## src/rtl/vga_font_loader_if.sv

```systemverilog
// Host/font-RAM side bundle for vga_font_loader.
// master: host and display arbiter (drive data/valid/lock).
// slave:  the loader itself.
interface vga_font_loader_if;
    logic [7:0]  i_data;
    logic        i_valid;
    logic        o_ready;
    logic        i_lock;
    logic        o_wr_en;
    logic [11:0] o_wr_addr;
    logic [7:0]  o_wr_data;
    logic        o_busy;
    logic        o_done;
    logic        o_err;

    modport master (
        output i_data, i_valid, i_lock,
        input  o_ready, o_wr_en, o_wr_addr, o_wr_data, o_busy, o_done, o_err
    );

    modport slave (
        input  i_data, i_valid, i_lock,
        output o_ready, o_wr_en, o_wr_addr, o_wr_data, o_busy, o_done, o_err
    );
endinterface

```

## src/rtl/vga_font_loader.sv

```systemverilog
// vga_font_loader: turns a framed host byte stream into font RAM writes
// at address {char_code, row}. Frame: header, char code, 16 row bytes.
// Optional feature macro: VGA_FONT_LOADER_BURST_EN (multi-glyph frames
// opened by HDR_BURST followed by a glyph count; 0 means 256).
module vga_font_loader #(
    parameter logic [7:0] HDR_GLYPH = 8'h46,
    parameter logic [7:0] HDR_BURST = 8'h42
) (
    input  logic               i_clk,
    input  logic               i_rst,
    vga_font_loader_if.slave   bus
);

`ifdef VGA_FONT_LOADER_BURST_EN
    typedef enum logic [1:0] {IDLE = 2'd0, CNT = 2'd1, CHAR = 2'd2, DATA = 2'd3} state_t;
`else
    typedef enum logic [1:0] {IDLE = 2'd0, CHAR = 2'd2, DATA = 2'd3} state_t;
`endif

    state_t      state_reg, state_next;
    logic [7:0]  char_reg, char_next;
    logic [3:0]  row_reg, row_next;
    logic        wr_en_reg, wr_en_next;
    logic [11:0] wr_addr_reg, wr_addr_next;
    logic [7:0]  wr_data_reg, wr_data_next;
    logic        done_reg, done_next;
    logic        err_reg, err_next;
`ifdef VGA_FONT_LOADER_BURST_EN
    // Glyphs still to be written after the current one.
    logic [7:0]  cnt_reg, cnt_next;
`endif

    logic accept;

    // Ready is purely combinational so a lock stalls the very next edge.
    assign bus.o_ready = !bus.i_lock && !i_rst;
    assign accept      = bus.i_valid && bus.o_ready;

    assign bus.o_wr_en   = wr_en_reg;
    assign bus.o_wr_addr = wr_addr_reg;
    assign bus.o_wr_data = wr_data_reg;
    assign bus.o_busy    = (state_reg != IDLE);
    assign bus.o_done    = done_reg;
    assign bus.o_err     = err_reg;

    // State and registered output update; reset abandons any frame in flight.
    always_ff @(posedge i_clk or posedge i_rst) begin
        if (i_rst) begin
            state_reg   <= IDLE;
            char_reg    <= 8'd0;
            row_reg     <= 4'd0;
            wr_en_reg   <= 1'b0;
            wr_addr_reg <= 12'd0;
            wr_data_reg <= 8'd0;
            done_reg    <= 1'b0;
            err_reg     <= 1'b0;
`ifdef VGA_FONT_LOADER_BURST_EN
            cnt_reg     <= 8'd0;
`endif
        end else begin
            state_reg   <= state_next;
            char_reg    <= char_next;
            row_reg     <= row_next;
            wr_en_reg   <= wr_en_next;
            wr_addr_reg <= wr_addr_next;
            wr_data_reg <= wr_data_next;
            done_reg    <= done_next;
            err_reg     <= err_next;
`ifdef VGA_FONT_LOADER_BURST_EN
            cnt_reg     <= cnt_next;
`endif
        end
    end

    // Frame parser: every transition and write happens only on an accept.
    always_comb begin
        state_next   = state_reg;
        char_next    = char_reg;
        row_next     = row_reg;
        wr_en_next   = 1'b0;
        wr_addr_next = wr_addr_reg;
        wr_data_next = wr_data_reg;
        done_next    = 1'b0;
        err_next     = 1'b0;
`ifdef VGA_FONT_LOADER_BURST_EN
        cnt_next     = cnt_reg;
`endif
        if (accept) begin
            case (state_reg)
                IDLE: begin
                    if (bus.i_data == HDR_GLYPH) begin
                        state_next = CHAR;
`ifdef VGA_FONT_LOADER_BURST_EN
                        cnt_next   = 8'd0;
                    end else if (bus.i_data == HDR_BURST) begin
                        state_next = CNT;
`else
                    end else if (bus.i_data == HDR_BURST) begin
                        // Multi-glyph frames are not available in this build.
                        err_next   = 1'b1;
`endif
                    end else begin
                        err_next   = 1'b1;
                    end
                end
`ifdef VGA_FONT_LOADER_BURST_EN
                CNT: begin
                    // n-1 remaining after the first glyph; n = 0 wraps to 255 (256 glyphs).
                    cnt_next   = bus.i_data - 8'd1;
                    state_next = CHAR;
                end
`endif
                CHAR: begin
                    char_next  = bus.i_data;
                    row_next   = 4'd0;
                    state_next = DATA;
                end
                DATA: begin
                    wr_en_next   = 1'b1;
                    wr_addr_next = {char_reg, row_reg};
                    wr_data_next = bus.i_data;
                    row_next     = row_reg + 4'd1;
                    if (row_reg == 4'hF) begin
`ifdef VGA_FONT_LOADER_BURST_EN
                        if (cnt_reg == 8'd0) begin
                            done_next  = 1'b1;
                            state_next = IDLE;
                        end else begin
                            cnt_next   = cnt_reg - 8'd1;
                            char_next  = char_reg + 8'd1;
                        end
`else
                        done_next  = 1'b1;
                        state_next = IDLE;
`endif
                    end
                end
                default: state_next = IDLE;
            endcase
        end
    end

endmodule

```

## src/flat_wrapper.sv

```systemverilog
// flat-port wrapper written by rule: the top's interface ports become plain ports
module vga_font_loader_flat 
#(
    parameter logic [7:0] HDR_GLYPH = 8'h46,
    parameter logic [7:0] HDR_BURST = 8'h42
)
  (i_clk, i_rst, bus_i_data, bus_i_valid, bus_i_lock, bus_o_ready, bus_o_wr_en, bus_o_wr_addr, bus_o_wr_data, bus_o_busy, bus_o_done, bus_o_err);
  vga_font_loader_if bus_i ();
  input  logic i_clk;
  input  logic i_rst;
  input wire logic [$bits(bus_i.i_data)-1:0] bus_i_data;
  input wire logic [$bits(bus_i.i_valid)-1:0] bus_i_valid;
  input wire logic [$bits(bus_i.i_lock)-1:0] bus_i_lock;
  output wire logic [$bits(bus_i.o_ready)-1:0] bus_o_ready;
  output wire logic [$bits(bus_i.o_wr_en)-1:0] bus_o_wr_en;
  output wire logic [$bits(bus_i.o_wr_addr)-1:0] bus_o_wr_addr;
  output wire logic [$bits(bus_i.o_wr_data)-1:0] bus_o_wr_data;
  output wire logic [$bits(bus_i.o_busy)-1:0] bus_o_busy;
  output wire logic [$bits(bus_i.o_done)-1:0] bus_o_done;
  output wire logic [$bits(bus_i.o_err)-1:0] bus_o_err;
  assign bus_i.i_data = bus_i_data;
  assign bus_i.i_valid = bus_i_valid;
  assign bus_i.i_lock = bus_i_lock;
  assign bus_o_ready = bus_i.o_ready;
  assign bus_o_wr_en = bus_i.o_wr_en;
  assign bus_o_wr_addr = bus_i.o_wr_addr;
  assign bus_o_wr_data = bus_i.o_wr_data;
  assign bus_o_busy = bus_i.o_busy;
  assign bus_o_done = bus_i.o_done;
  assign bus_o_err = bus_i.o_err;
  vga_font_loader #(.HDR_GLYPH(HDR_GLYPH), .HDR_BURST(HDR_BURST)) u_core (.i_clk(i_clk), .i_rst(i_rst), .bus(bus_i));
endmodule
```

## config.mk

```make
export PLATFORM = sky130hd
export DESIGN_NAME = vga_font_loader_flat
export DESIGN_NICKNAME = d
export VERILOG_FILES = /design/src/rtl/vga_font_loader_if.sv /design/src/rtl/vga_font_loader.sv /design/src/flat_wrapper.sv
export SDC_FILE = /design/constraint.sdc
export NUM_CORES = 1
export LEC_CHECK = 0
export ABC_CLOCK_PERIOD_IN_PS = 4100
export BUFFER_PORTS_ARGS = -buffer_cell sky130_fd_sc_hd__buf_2
export CORE_UTILIZATION = 30
export DETAILED_ROUTE_END_ITERATION = 6
export PLACE_DENSITY = 0.6
export SYNTH_ARGS = -nofsm -noshare
export SYNTH_HDL_FRONTEND = slang
export SYNTH_SLANG_ARGS = --single-unit
```

## constraint.sdc

```tcl
create_clock -name i_clk -period 4.1 [get_ports i_clk]
set_input_delay 0 -clock i_clk [delete_from_list [all_inputs] [get_ports i_clk]]
set_output_delay 0 -clock i_clk [all_outputs]
set_load 0.03 [all_outputs]
```

# Word level (Yosys, flattened, before mapping)
# Index checks and enable logic that the tools add are counted.
dict set report totals {
  regBits 37
  input_bits 12
  out_inout_bits 25
  word_cells 38
}
dict set report classes {
  addsub 1
  n_eq_ne 6
  n_mux 12
  reduce_logical 11
}
# op count
set op_table {}
lappend op_table {{8-bit by 7-bit == test with 1-bit output (second input constant)} 1}
lappend op_table {{1-bit 2-to-1 mux} 8}
lappend op_table {{4-bit one-hot mux with 2 select lines} 1}
lappend op_table {{2-bit one-hot mux with 3 select lines} 1}
lappend op_table {{2-bit AND reduction} 3}
lappend op_table {{4-bit by 1-bit adder with 4-bit output (second input constant)} 1}
lappend op_table {{2-bit == test (second input constant)} 2}
lappend op_table {{4-bit == test (second input constant)} 1}
lappend op_table {{2-bit 2-to-1 mux} 2}
lappend op_table {{2-bit by 1-bit inequality test with 1-bit output (second input constant)} 2}
lappend op_table {{2-bit nonzero test} 2}
lappend op_table {{3-bit AND reduction} 1}
lappend op_table {{1-bit logical AND} 2}
lappend op_table {{1-bit logical NOT} 2}
lappend op_table {{2-bit logical NOT} 1}

# Longest topological paths before layout
dict set report logic_depth {
  ltp_word 4
  ltp_mapped 4
  ltp_nobuf 4
}

# Worst setup path after synthesis
# OpenSTA, ideal clock, no wires.
dict set report synth_timing {
  path_type {register to register}
  from {register u_core.state_reg[1]}
  to {register u_core.char_reg[0]}
  setup_ns 0.125
  arrival_time_ns 1.213
  required_time_ns 3.975
  setup_slack_ns 2.762
  path_stages_with_launch 4
  path_buffers 0
  synth_period_minus_slack_ns 1.338
  cell_sequence {dfrtp_1 > nand4bb_1 > nor2_2 > mux2_2}
}
dict set report synth_between {
  elab_chain_len 2
}
# item line_no
set synth_rtl {}
lappend synth_rtl {{start: declaration} vga_font_loader.sv:20} ;# state_t state_reg, state_next;
lappend synth_rtl {{start signal: assignment} vga_font_loader.sv:61} ;# state_reg <= state_next;
lappend synth_rtl {{2-bit == test} vga_font_loader.sv:89} ;# case (state_reg)
lappend synth_rtl {{2-bit AND reduction (no source line)} n/a}
lappend synth_rtl {{end signal: assignment} vga_font_loader.sv:62} ;# char_reg <= char_next;
lappend synth_rtl {{end: declaration} vga_font_loader.sv:21} ;# logic [7:0] char_reg, char_next;
# Every way passes these cells.
# A chain may end at the register's enable or synchronous reset.

# Worst setup path in the final report
dict set report layout_timing {
  from {input i_rst}
  to {register u_core.char_reg[2]}
}
dict set report layout_between {
  elab_chain_len 4
}
# item line_no
set layout_rtl {}
lappend layout_rtl {{start: declaration} flat_wrapper.sv:10} ;# input logic i_rst;
lappend layout_rtl {{1-bit logical NOT} vga_font_loader.sv:36} ;# assign bus.o_ready = !bus.i_lock && !i_rst;
lappend layout_rtl {{1-bit logical AND} vga_font_loader.sv:36}
lappend layout_rtl {{1-bit logical AND} vga_font_loader.sv:37} ;# assign accept = bus.i_valid && bus.o_ready;
lappend layout_rtl {{2-bit AND reduction (no source line)} n/a}
# Every way passes these cells.

==> qor.log <==
[run_status] outcome complete, no violations
[synthesis] sequential share of the synthesized area 61.7%
[sta] count of pins over their slew limit 0
[sta] Post-Route Setup TNS 0 ns
[worst_setup_path] max incr delay on CP 0.53 ns
[floorplan] die footprint 5290 um2
[global_routing] via count of the first global-routing pass 1060
[sta] unrepaired setup endpoints after global routing no
[synthesis] flip-flop cell with the highest count after synthesis sky130_fd_sc_hd__dfrtp_1
[layout] synthesis-to-layout area growth 28.0%
[power] Static Leakage 1.06 nW
[synthesis] number of nets in the synthesized netlist 116
[worst_setup_path] worst-path cell chain dlygate4sd3_1 -> buf_2 -> nand4bb_1 -> nor2_2 -> mux2_2
[sta] Tcrit/Tclk final 39.6%
[sta] clock tree skew after final layout 0.00600 ns
[layout] total area of multi-input combinational cells 537 um2
[floorplan] vertical extent of the die 72.7 um
[routing] number of nets with antenna violations after detailed routing 0
[floorplan] boundary pin count 37
[clock_network] number of gates resized after cts 0
[worst_setup_path] Worst path top cell family by delay simple AND/OR/NAND/NOR gates
[worst_setup_path] critical path start-end classification in -> reg
[synthesis] count of unique library cells instantiated by Yosys 27
[sta] final setup violation count 0
[synthesis] most instantiated library cell after synthesis sky130_fd_sc_hd__dfrtp_1
[clock_network] number of clock sinks 37
[clock_network] number of buffers inserted during clock tree synthesis 5
[global_routing] global-route wire length before repair 5.12 mm
[synthesis] total of flip-flops plus latches after synthesis 37
[synthesis] proportion of register bits with asynchronous set or reset after synthesis 100%
[global_routing] antenna violations before repair 0
[run] maxcap violations 0
[routing] mean routed wirelength per cell 13.5 um
[routing] TritonRoute pass-1 iters 4
[layout] post-layout net count 166
[synthesis] cell type with the highest aggregate area in the netlist sky130_fd_sc_hd__dfrtp_1
[global_routing] global router's overall resource usage 13.1%
[synthesis] synthesized instance count 103
[synthesis] proportion of netlist area held by the largest area contributor 61.7%
[power] Power Dens Cells 347 nW/um2
[routing] detailed-route DRC error count 0
[clock_network] number of buffers on the longest clock path 2
[worst_setup_path] standard cell with the maximum stage delay on the critical path sky130_fd_sc_hd__dlygate4sd3_1
[layout] total area of sequential cells 926 um2
[clock_network] total number of H-tree levels 2
[power] Power Total 667 uW
[synthesis] EDFF count, synth 0
[worst_setup_path] nature of the critical path endpoint flip-flop
[synthesis] number of warning messages in the yosys log 0
[sta] final hold violation count 0
[floorplan] effective utilization at floorplan 31.6%
[clock_network] clock tree from TritonCTS built
[sta] transition at the pin with the smallest max-transition slack 0.487 ns
[place] number of buffer cells added on primary ports 36
[synthesis] top cells by instance count after synthesis sky130_fd_sc_hd__dfrtp_1 (37), sky130_fd_sc_hd__mux2_2 (27), sky130_fd_sc_hd__nand2_1 (7), sky130_fd_sc_hd__inv_1 (3), sky130_fd_sc_hd__o31ai_1 (3)
[global_routing] maximum number of pins on one net before global-route repair 33
[layout] ratio of cells with drive above 1 in the final layout 49.7%
[layout] number of antenna repair diodes 0
[routing] detailed router's first-iteration violation count 72
[worst_setup_path] buffers plus inverters on the worst setup path 2
[routing] average via count per standard cell 4.63
[worst_setup_path] highest fanout seen on the critical path 8
[routing] total routed wirelength 2.97 mm
[power] maximum vdd drop 184 uV
[worst_setup_path] data arrival at the endpoint of the critical path 1.79 ns
[floorplan] number of rows created at floorplan 25
[worst_setup_path] endpoint required time on the critical path 4.27 ns
[synthesis] top post-synthesis cells by area sky130_fd_sc_hd__dfrtp_1 (62%), sky130_fd_sc_hd__mux2_2 (20%), sky130_fd_sc_hd__nand2_1 (1.8%)
[layout] fill cell total of the finished layout 491
[place] half-perimeter wire length of the detailed placement result 2.15 mm
[floorplan] CORE AREA 4750 um2
[routing] DR vias 1018
[synthesis] syn_area_per_cell 14.6 um2
[worst_hold_path] Hold/Removal Path Class in -> reg
[global_routing] total global routing overflow 0
[clock_network] clock edge transition at the registers on the reported setup and hold paths 0.07 ns
[place] gp weighted congestion 0.865
[sta] highest clock frequency the design can meet 0.615 GHz
[sta] Max-slew headroom 67.1%
[layout] Largest register FFs 12
[clock_network] Root Buffer Master sky130_fd_sc_hd__clkbuf_8
[worst_setup_path] Critical Path Start Type input pin
[synthesis] Post-Syn Area 1500 um2
[floorplan] Die Wd 72.7 um
[clock_network] worst-skew pair later-pin latency 0.28 ns
[sta] shortest clock period the worst path allows after layout 1.63 ns
through the flow:
step,instance area (um2),util [%],hold slack (ns),std cells,worst slack (ns)
after floorplan,1500,-,0.107,103,2.76
after global placement,1750,36.7,-0.0606,204,2.64
after detailed placement,1750,36.7,-0.0505,204,2.55
after CTS,1920,40.4,0.0663,220,2.49
after global routing,1920,40.4,0.108,220,2.42
final,1920,40.4,0.0747,220,2.47
per-layer routing:
layer,GRT usage (%),vias to the layer above,part of all wire [%],wire length (um)
met5,0,-,0,0
met1,16.2,510,45,1330
met3,5.52,6,6.6,196
met4,5.88,0,1.6,48
li1,-,466,-,-
met2,19.9,36,47,1390
layout by cell type, fill, tap and decap left out, types with 2 or more instances in the layout:
master,instances
sky130_fd_sc_hd__nor2_1,2
sky130_fd_sc_hd__inv_1,3
sky130_fd_sc_hd__buf_2,36
sky130_fd_sc_hd__dlygate4sd3_1,9
sky130_fd_sc_hd__mux2_2,27
sky130_fd_sc_hd__dfrtp_1,37
sky130_fd_sc_hd__clkbuf_8,6
sky130_fd_sc_hd__nand3_1,2
sky130_fd_sc_hd__nand2_1,7
sky130_fd_sc_hd__o31ai_1,3
sky130_fd_sc_hd__o21ai_0,2
cells by family (layout without fill, tap and decap cells):
kind of cell             after synthesis  count (layout)  synth area share, %
flip-flops                            37              37                 61.7
multiplexers                          28              28                 21.2
AND/OR/NAND/NOR                       22              22                 9.34
AO/OA/AOI/OAI                          9               9                 4.33
buffers and inverters                  6              56                 2.58
adder cells (fa/ha/maj)                1               1                0.833
tightest hold or removal path, stage by stage:
cell and delay [ns]:
sky130_fd_sc_hd__buf_2 0.11, sky130_fd_sc_hd__or3b_2 0.16, sky130_fd_sc_hd__a211oi_1 0.06
timing repair:
item | 4_1_cts | 5_1_grt
endpoints found under the hold margin | 21 | 0
hold buffers | 9 | 0
setup endpoints to repair | 0 | 0
setup buffers | 0 | 0
final timing paths:
kind                                                     startpoint  depth (start not counted)                                    to  slack, ns
worst max-delay path                                          i_rst                          5        u_core.char_reg[2]$_DFFE_PP0P_       2.47
max in group asynchronous                                     i_rst                          4  u_core.bus.o_wr_addr[11]$_DFFE_PP0P_       3.25
worst min-delay path                                     bus_i_lock                          3            u_core.bus.o_err$_DFF_PP0_       0.07
worst min register to register  u_core.bus.o_wr_addr[1]$_DFFE_PP0P_                          1   u_core.bus.o_wr_addr[1]$_DFFE_PP0P_       0.50
worst max register to register      u_core.state_reg[1]$_DFFE_PP0P_                          3        u_core.char_reg[2]$_DFFE_PP0P_       2.52
min in group asynchronous                                     i_rst                          3            u_core.bus.o_err$_DFF_PP0_       0.20
power breakdown:
group / total [mW] / switching (mW) / internal [mW]
Combinational: 0.0391 / 0.0206 / 0.0185
Sequential: 0.377 / 0.00548 / 0.371
Clock: 0.251 / 0.117 / 0.133
Total: 0.667 / 0.143 / 0.523
layout make-up:
type	count	share of cell area, %
sequential	37	48.2
timing repair buffer	46	14.5
tap	67	4.36
clock buffer	7	4.49
inverter	3	0.586
multi-input combinational	60	27.9
Power figures use the tool's default switching activity.
